$ cat config.mk
export PLATFORM = sky130hd
export DESIGN_NAME = reg_file_sb_flat
export DESIGN_NICKNAME = d
export VERILOG_FILES = /design/src/rtl/rf_pkg.sv /design/src/rtl/reg_file_sb_if.sv /design/src/rtl/rf_scoreboard.sv /design/src/rtl/reg_file_sb.sv /design/src/flat_wrapper.sv
export SDC_FILE = /design/constraint.sdc
export NUM_CORES = 2
export LEC_CHECK = 0
export CAP_MARGIN = 20
export CELL_PAD_IN_SITES_DETAIL_PLACEMENT = 1
export CELL_PAD_IN_SITES_GLOBAL_PLACEMENT = 1
export CORE_ASPECT_RATIO = 0.5
export CORE_UTILIZATION = 55
export DETAILED_ROUTE_END_ITERATION = 8
export GPL_ROUTABILITY_DRIVEN = 0
export PLACE_DENSITY = 0.95
export SETUP_SLACK_MARGIN = 0.2
export SYNTH_ARGS = -nofsm -noshare
export SYNTH_HDL_FRONTEND = slang
export SYNTH_SLANG_ARGS = --single-unit
export TNS_END_PERCENT = 20
$ cat constraint.sdc
create_clock -name clk -period 10.49 [get_ports clk]
set_input_delay 2.098 -clock clk [delete_from_list [all_inputs] [get_ports clk]]
set_output_delay 2.098 -clock clk [all_outputs]
set_load 0.01 [all_outputs]
$ cat src/rtl/rf_pkg.sv
// Shared constants and types for the integer register file and its busy-bit scoreboard.
package rf_pkg;
  localparam int unsigned REG_ZERO      = 0;
  localparam int          DEFAULT_XLEN  = 32;
  localparam int          DEFAULT_NREGS = 32;

  typedef logic [$clog2(DEFAULT_NREGS)-1:0] reg_addr_t;
  typedef logic [DEFAULT_XLEN-1:0]          reg_data_t;
endpackage

$ cat src/rtl/reg_file_sb_if.sv
// Decode/writeback bus of the register file: read ports, writeback, issue handshake, busy count.
interface reg_file_sb_if #(
  parameter int XLEN  = 32,
  parameter int NREGS = 32,
  parameter int NRD   = 2
);
  localparam int AW = $clog2(NREGS);

  logic [NRD*AW-1:0]   rd_addr;
  logic [NRD*XLEN-1:0] rd_data;
  logic [NRD-1:0]      rd_busy;
  logic                wr_en;
  logic [AW-1:0]       wr_addr;
  logic [XLEN-1:0]     wr_data;
  // Issue handshake: a transfer happens on a rising edge where iss_en && iss_ready && !flush;
  // iss_ready never depends on iss_en, and a refused requester holds iss_addr and retries.
  logic                iss_en;
  logic [AW-1:0]       iss_addr;
  logic                iss_ready;
  logic                flush;
  logic [AW:0]         busy_cnt;

  modport master (
    output rd_addr, wr_en, wr_addr, wr_data, iss_en, iss_addr, flush,
    input  rd_data, rd_busy, iss_ready, busy_cnt
  );

  modport slave (
    input  rd_addr, wr_en, wr_addr, wr_data, iss_en, iss_addr, flush,
    output rd_data, rd_busy, iss_ready, busy_cnt
  );
endinterface

$ cat src/rtl/rf_scoreboard.sv
// Busy-bit scoreboard: one bit per register, set on accepted issue, cleared on writeback or flush.
module rf_scoreboard import rf_pkg::*; #(
  parameter  int NREGS = DEFAULT_NREGS,
  localparam int AW    = $clog2(NREGS)
) (
  input  logic             clk,
  input  logic             reset_n,
  input  logic             wr_en,
  input  logic [AW-1:0]    wr_addr,
  input  logic             iss_en,
  input  logic [AW-1:0]    iss_addr,
  input  logic             flush,
  output logic             iss_ready,
  output logic [NREGS-1:0] busy,
  output logic [AW:0]      busy_cnt
);
  localparam logic [AW-1:0] ZERO_ADDR = AW'(REG_ZERO);

  logic [NREGS-1:0] busy_q;
  logic [NREGS-1:0] busy_nxt;
  logic [AW:0]      cnt_nxt;
  logic             iss_acc;

  assign iss_ready = (iss_addr == ZERO_ADDR) || !busy_q[iss_addr] ||
                     (wr_en && (wr_addr == iss_addr));
  assign iss_acc   = iss_en && iss_ready && !flush;
  assign busy      = busy_q;

  // Issue is applied after the writeback clear so a same-cycle new producer stays busy.
  always_comb begin
    busy_nxt = busy_q;
    if (flush) begin
      busy_nxt = '0;
    end else begin
      if (wr_en)   busy_nxt[wr_addr]  = 1'b0;
      if (iss_acc) busy_nxt[iss_addr] = 1'b1;
    end
    busy_nxt[REG_ZERO] = 1'b0;
  end

  always_comb begin
    cnt_nxt = '0;
    for (int i = 0; i < NREGS; i++) begin
      cnt_nxt = cnt_nxt + (AW+1)'(busy_nxt[i]);
    end
  end

  always_ff @(posedge clk or negedge reset_n) begin
    if (!reset_n) begin
      busy_q   <= '0;
      busy_cnt <= '0;
    end else begin
      busy_q   <= busy_nxt;
      busy_cnt <= cnt_nxt;
    end
  end
endmodule

$ cat src/rtl/reg_file_sb.sv
// Multi-read-port integer register file with optional write bypass and busy-bit scoreboard.
module reg_file_sb import rf_pkg::*; #(
  parameter  int XLEN   = DEFAULT_XLEN,
  parameter  int NREGS  = DEFAULT_NREGS,
  parameter  int NRD    = 2,
  parameter  int BYPASS = 1,
  localparam int AW     = $clog2(NREGS)
) (
  input logic          clk,
  input logic          reset_n,
  reg_file_sb_if.slave bus
);
  localparam logic [AW-1:0] ZERO_ADDR = AW'(REG_ZERO);

  logic [XLEN-1:0]     regs [NREGS];
  logic [NREGS-1:0]    busy;
  logic [NRD*XLEN-1:0] rd_data_c;
  logic [NRD-1:0]      rd_busy_c;
  logic [AW-1:0]       a;
  logic                hit;

  rf_scoreboard #(.NREGS(NREGS)) u_sb (
    .clk       (clk),
    .reset_n   (reset_n),
    .wr_en     (bus.wr_en),
    .wr_addr   (bus.wr_addr),
    .iss_en    (bus.iss_en),
    .iss_addr  (bus.iss_addr),
    .flush     (bus.flush),
    .iss_ready (bus.iss_ready),
    .busy      (busy),
    .busy_cnt  (bus.busy_cnt)
  );

  always_ff @(posedge clk or negedge reset_n) begin
    if (!reset_n) begin
      for (int i = 0; i < NREGS; i++) regs[i] <= '0;
    end else if (bus.wr_en && (bus.wr_addr != ZERO_ADDR)) begin
      regs[bus.wr_addr] <= bus.wr_data;
    end
  end

  // x0 reads as zero and never busy; a bypass hit returns the in-flight write and hides busy.
  always_comb begin
    rd_data_c = '0;
    rd_busy_c = '0;
    a         = '0;
    hit       = 1'b0;
    for (int i = 0; i < NRD; i++) begin
      a   = bus.rd_addr[i*AW +: AW];
      hit = (BYPASS != 0) && bus.wr_en && (bus.wr_addr == a);
      if (a != ZERO_ADDR) begin
        rd_data_c[i*XLEN +: XLEN] = hit ? bus.wr_data : regs[a];
        rd_busy_c[i]              = busy[a] && !hit;
      end
    end
  end

  assign bus.rd_data = rd_data_c;
  assign bus.rd_busy = rd_busy_c;
endmodule

$ cat src/flat_wrapper.sv
// flat-port wrapper written by rule: the top's interface ports become plain ports
module reg_file_sb_flat import rf_pkg::*;
#(
  parameter  int XLEN   = DEFAULT_XLEN,
  parameter  int NREGS  = DEFAULT_NREGS,
  parameter  int NRD    = 2,
  parameter  int BYPASS = 1,
  localparam int AW     = $clog2(NREGS)
)
  (clk, reset_n, bus_rd_addr, bus_wr_en, bus_wr_addr, bus_wr_data, bus_iss_en, bus_iss_addr, bus_flush, bus_rd_data, bus_rd_busy, bus_iss_ready, bus_busy_cnt);
  reg_file_sb_if #(.XLEN(XLEN), .NREGS(NREGS), .NRD(NRD)) bus_i ();
  input logic clk;
  input logic reset_n;
  input wire logic [$bits(bus_i.rd_addr)-1:0] bus_rd_addr;
  input wire logic [$bits(bus_i.wr_en)-1:0] bus_wr_en;
  input wire logic [$bits(bus_i.wr_addr)-1:0] bus_wr_addr;
  input wire logic [$bits(bus_i.wr_data)-1:0] bus_wr_data;
  input wire logic [$bits(bus_i.iss_en)-1:0] bus_iss_en;
  input wire logic [$bits(bus_i.iss_addr)-1:0] bus_iss_addr;
  input wire logic [$bits(bus_i.flush)-1:0] bus_flush;
  output wire logic [$bits(bus_i.rd_data)-1:0] bus_rd_data;
  output wire logic [$bits(bus_i.rd_busy)-1:0] bus_rd_busy;
  output wire logic [$bits(bus_i.iss_ready)-1:0] bus_iss_ready;
  output wire logic [$bits(bus_i.busy_cnt)-1:0] bus_busy_cnt;
  assign bus_i.rd_addr = bus_rd_addr;
  assign bus_i.wr_en = bus_wr_en;
  assign bus_i.wr_addr = bus_wr_addr;
  assign bus_i.wr_data = bus_wr_data;
  assign bus_i.iss_en = bus_iss_en;
  assign bus_i.iss_addr = bus_iss_addr;
  assign bus_i.flush = bus_flush;
  assign bus_rd_data = bus_i.rd_data;
  assign bus_rd_busy = bus_i.rd_busy;
  assign bus_iss_ready = bus_i.iss_ready;
  assign bus_busy_cnt = bus_i.busy_cnt;
  reg_file_sb #(.XLEN(XLEN), .NREGS(NREGS), .NRD(NRD), .BYPASS(BYPASS)) u_core (.clk(clk), .reset_n(reset_n), .bus(bus_i));
endmodule
==> results by group, run 1 <==
Status
  – Status: aborted with a tool error
  – Halt Stage: global routing (5_1_grt)
  – Err: [ERROR GRT-0232] Routing congestion too high. Check the congestion heatmap in the GUI.

Placement
  – PortBufs: 129
  – DPL Wire Length: 133.7 mm

Yosys
  – Cells after Synth: 4119
  – Synthesis Warnings: 0
  – Synth Flop Type: dfrtp_1
  – Async set-reset flop share out of synthesis: 100.0%
  – Synth cell types: 72
  – #FFs+latches synth: 1061
  – Synthesized Nets: 4206
  – Synth Cell Area: 58440 µm²
  – Mean area per synthesized cell: 14.19 µm²
  – Register area share after synthesis: 45.43%
  – Post-synth EDFFs: 0

Clock network
  – Max clock buf depth: 3
  – Resize count post-CTS: 0
  – Num CTS Buffers: 100
  – H-tree depth: 3
  – CTS Sinks: 1061
  – CTS Hold Bufs: 0
  – Clk root buf: clkbuf_16
  – Post-CTS Setup Bufs: 0

Floorplanning
  – Die Span X: 463.0 µm
  – Die height: 232.5 µm
  – IO Pins: 130
  – Cell Rows: 84
  – Starting Density: 55.55%

Global routing
  – Initial antenna violation count: 58
  – Largest net degree at the start of global routing: 166
  – Gr usage total: 80.25%
  – GRT overflow: 171
-- Yosys cell counts, types with 14 or more instances --
library cell	instances	area (µm²)
xnor2_1	16	140.1
buf_2	103	515.5
buf_4	23	172.7
nor2_1	75	281.5
a21oi_1	29	145.1
inv_1	38	142.6
o21ai_0	50	250.2
fa_1	23	460.4
a22o_1	23	201.4
nand2_1	76	285.3
mux2i_1	185	1852
buf_1	61	229.0
nor3_1	47	235.2
dfrtp_1	1061	26550
o211ai_1	31	232.7
and3_1	15	93.84
a221oi_1	41	359.1
mux2_2	1031	11610
nand3_1	62	310.3
a211oi_1	40	300.3
a22oi_1	87	653.1
mux4_2	453	10200
nand4_1	29	181.4
clkbuf_1	262	983.4
o22ai_1	53	331.6
nor2b_1	21	131.4
nor3b_1	14	105.1
-- cell families after synthesis --
group                    after synthesis  synth area share, %
AO/OA/AOI/OAI                        461                5.841
adder cells (fa/ha/maj)               30               0.9378
buffers and inverters                497                3.672
multiplexers                        1670                40.54
XOR/XNOR                              17               0.2548
flip-flops                          1061                45.43
AND/OR/NAND/NOR                      383                3.321
-- metal layers --
metal	GRT usage, %	GRT overflow
met5	71.93	1
met4	75.40	73
met3	76.83	16
met2	90.55	74
met1	76.29	7
-- stage by stage --
step	worst slack [ns]	cells	instance area (µm²)	utilization, %	hold WS (ns)
CTS	1.552	5485	64010	60.84	0.3988
detailed placement	1.071	5305	60560	57.57	0.3836
global placement	1.379	5304	60550	57.56	0.3763
floorplan	2.353	4119	58440	-	0.4413
==> inputs of run 2 (changes only) <==
CELL_PAD_IN_SITES_DETAIL_PLACEMENT = default   (was 1)
CELL_PAD_IN_SITES_GLOBAL_PLACEMENT = default   (was 1)
CORE_ASPECT_RATIO = default   (was 0.5)
CORE_UTILIZATION = 40   (was 55)
PLACE_DENSITY = default   (was 0.95)
PLACE_DENSITY_LB_ADDON = 0.15   (was default)
SETUP_SLACK_MARGIN = default   (was 0.2)
==> results by group, run 2 <==
Setup path
  – WS Path Type: primary input to flop
  – Critical-path maximum fanout: 19
  – Critical Path Source Type: primary input
  – Worst EP arrival: 9.13 ns
  – Worst EP required: 11.16 ns
  – CP endpoint kind: flop

STA
  – Final hold slack: 0.3917 ns
  – Max Clk Rate: 0.1182 GHz
  – RSZ-0062 raised after global routing: false
  – Worst Max-Slew Pin Slew: 1.202 ns
  – Final slew viol count: 0
  – Fin Clk Skew: 0.01642 ns
  – Final Hold Viols: 0
  – Max-slew headroom: 19.83%
  – Period Utilization, post-route: 80.65%
  – Final TNS setup: 0 ns
  – Setup violations, final: 0
  – Min Tclk post-route: 8.460 ns

Yosys
  – Synth Flop Type: dfrtp_1 (unchanged)
  – Synthesized Nets: 4206 (unchanged)
  – Cells after Synth: 4119 (unchanged)
  – Yosys top cell area share: 45.43% (unchanged)
  – #FFs+latches synth: 1061 (unchanged)
  – Register area share after synthesis: 45.43% (unchanged)
  – Count leader, synth: dfrtp_1 (unchanged)
  – Mean area per synthesized cell: 14.19 µm² (unchanged)
  – Post-synth EDFFs: 0 (unchanged)
  – Area leader, netlist: dfrtp_1 (unchanged)
  – Synthesis Warnings: 0 (unchanged)
  – Synth Cell Area: 58440 µm² (unchanged)
  – Synth cell types: 72 (unchanged)
  – Async set-reset flop share out of synthesis: 100.0% (unchanged)
  – Synth area leaders: dfrtp_1 (45%), mux2_2 (20%), mux4_2 (17%) (unchanged)
  – Synth top cells by count: dfrtp_1 (1061), mux2_2 (1031), mux4_2 (453) (unchanged)

Finish
  – Area delta synth->final: 12.50%
  – Largest register FFs: 1024
  – Share of layout cells above drive strength 1: 45.50%
  – Largest Register: u_core.regs
  – Final Net Count: 4150
  – Most common cell after layout, fill and taps aside: dfrtp_1
  – Most frequent cells in the layout: dfrtp_1 (1061), mux2_2 (1031), mux4_2 (453), mux2i_1 (185), buf_4 (137)

Clock network
  – CTS tree: done
  – Max clock buf depth: 3 (unchanged)
  – Resize count post-CTS: 0 (unchanged)
  – Num CTS Buffers: 119 (was 100)
  – Clock Pin Slew Worst Setup and Hold Paths: 0.06 ns
  – H-tree depth: 3 (unchanged)
  – Worst skew pair latency: 0.76 ns
  – Clk root buf: clkbuf_16 (unchanged)
  – CTS Hold Bufs: 0 (unchanged)
  – CTS Sinks: 1061 (unchanged)
  – Post-CTS Setup Bufs: 0 (unchanged)

Floorplanning
  – Total core area: 144400 µm²
  – Die height: 384.2 µm (was 232.5 µm)
  – Die Area: 147600 µm²
  – Die Span X: 384.2 µm (was 463.0 µm)
  – Starting Density: 40.48% (was 55.55%)
  – IO Pins: 130 (unchanged)
  – Cell Rows: 139 (was 84)

Global routing
  – First-pass GRT wire length: 303.2 mm
  – Initial antenna violation count: 7
  – GRT overflow: 0
  – Largest net degree at the start of global routing: 169
  – Number of global-route vias before repair: 39476
  – Gr usage total: 28.81%

Power
  – Leakage: 28.10 nW
  – Pwr Density: 184.3 nW/µm²
  – Max IR drop VDD: 0.1522 mV

Status
  – Status: complete, no violations (was aborted with a tool error)

Placement
  – DPL Wire Length: 119.3 mm (was 133.7 mm)
  – PortBufs: 129 (unchanged)

Routing
  – Via count: 39351
  – Total Routed Length: 212.1 mm
  – Drt drc: 0
  – Drt wl/cell: 34.94 µm
  – Vias/cell: 6.483
  – 1st-pass router iterations: 5
  – Final antenna-violating net count: 0
  – Iter 0 DRT Violations: 3840

Worst hold path
  – Worst Hold Class: flop to flop

Job
  – Max-capacitance violation count: 0
run 2: cell counts after synthesis:
No cell type changed its count.
run 2: power by group:
part	switching [mW]	internal, mW	total, mW
registers	0.538	4.85	5.39
clock network	1.81	2.43	4.24
logic	1.03	1.46	2.49
run 2: through the flow:
step                std cells  util, %  worst slack (ns)  area [µm²]  total power [mW]
floorplan                4119        -             2.353       58440             7.093
global placement         5837    42.71             1.377       61650             7.860
detailed placement       5838    42.72             1.371       61660             7.925
CTS                      6059    45.42             2.093       65570             12.17
global route             6066    45.54             1.793       65730             12.62
finish                   6070    45.54             2.030       65740             12.12
run 2: worst paths after layout:
kind,startpoint,end,slack (ns),cells past startpoint
worst max register to register,u_core.u_sb.busy[27],u_core.u_sb.busy_cnt[4],3.77,20
max in group asynchronous,reset_n,u_core.regs[73],6.98,3
worst max-delay path,bus_iss_addr[4],u_core.u_sb.busy_cnt[4],2.03,21
worst min-delay path,u_core.regs[1006],u_core.regs[1006],0.39,0
worst min register to register,u_core.regs[1006],u_core.regs[1006],0.39,0
min in group asynchronous,reset_n,u_core.regs[868],1.39,1
run 2: cells by family (layout without fill, tap and decap cells):
family / Yosys count / after routing / share of synthesized area, %
xor gates and xnor gates: 17 / 17 / 0.2548
adders and majority gates: 30 / 30 / 0.9378
muxes: 1670 / 1670 / 40.54
other: 0 / 4 / 0
AOI/OAI and AO/OA: 461 / 461 / 5.841
buffers and inverters: 497 / 541 / 3.672
and+or+nand+nor: 383 / 383 / 3.321
DFF: 1061 / 1061 / 45.43
run 2: worst max-delay path: stages:
cell and delay [ns]:
clkdlybuf4s50_1 0.78, mux4_2 0.56, nor3b_1 0.16, nor4_2 0.43
nor2_1 0.07, buf_4 0.22, o211a_1 0.26, fa_1 0.49
fa_1 0.56, inv_1 0.06, fa_1 0.49, inv_1 0.06
fa_1 0.46, fa_1 0.51, inv_1 0.06, fa_1 0.45
fa_1 0.43, fa_1 0.47, a21o_1 0.18, a21oi_1 0.17
xnor2_1 0.13
run 2: final cells by class:
cell class	count	area, µm²
clock inverters	38	379.1
repair buffers	280	2668
diodes	4	10.01
flip-flops and latches	1061	26550
fillers	12998	78610
well taps	1903	2381
inverters	40	152.6
clock buffers	183	3528
multi-input cells	2561	30070
run 2: routing by layer:
| layer | GRT usage, % | vias up | share of wire, % |
|---|---|---|---|
| met5 | 0 | - | 0.033 |
| met4 | 9.916 | 12 | 3.8 |
| met3 | 5.228 | 431 | 6.6 |
| met2 | 46.31 | 1567 | 48 |
| met1 | 39.18 | 21487 | 42 |
| li1 | - | 15854 | - |
(Power assumes the default switching activity.)
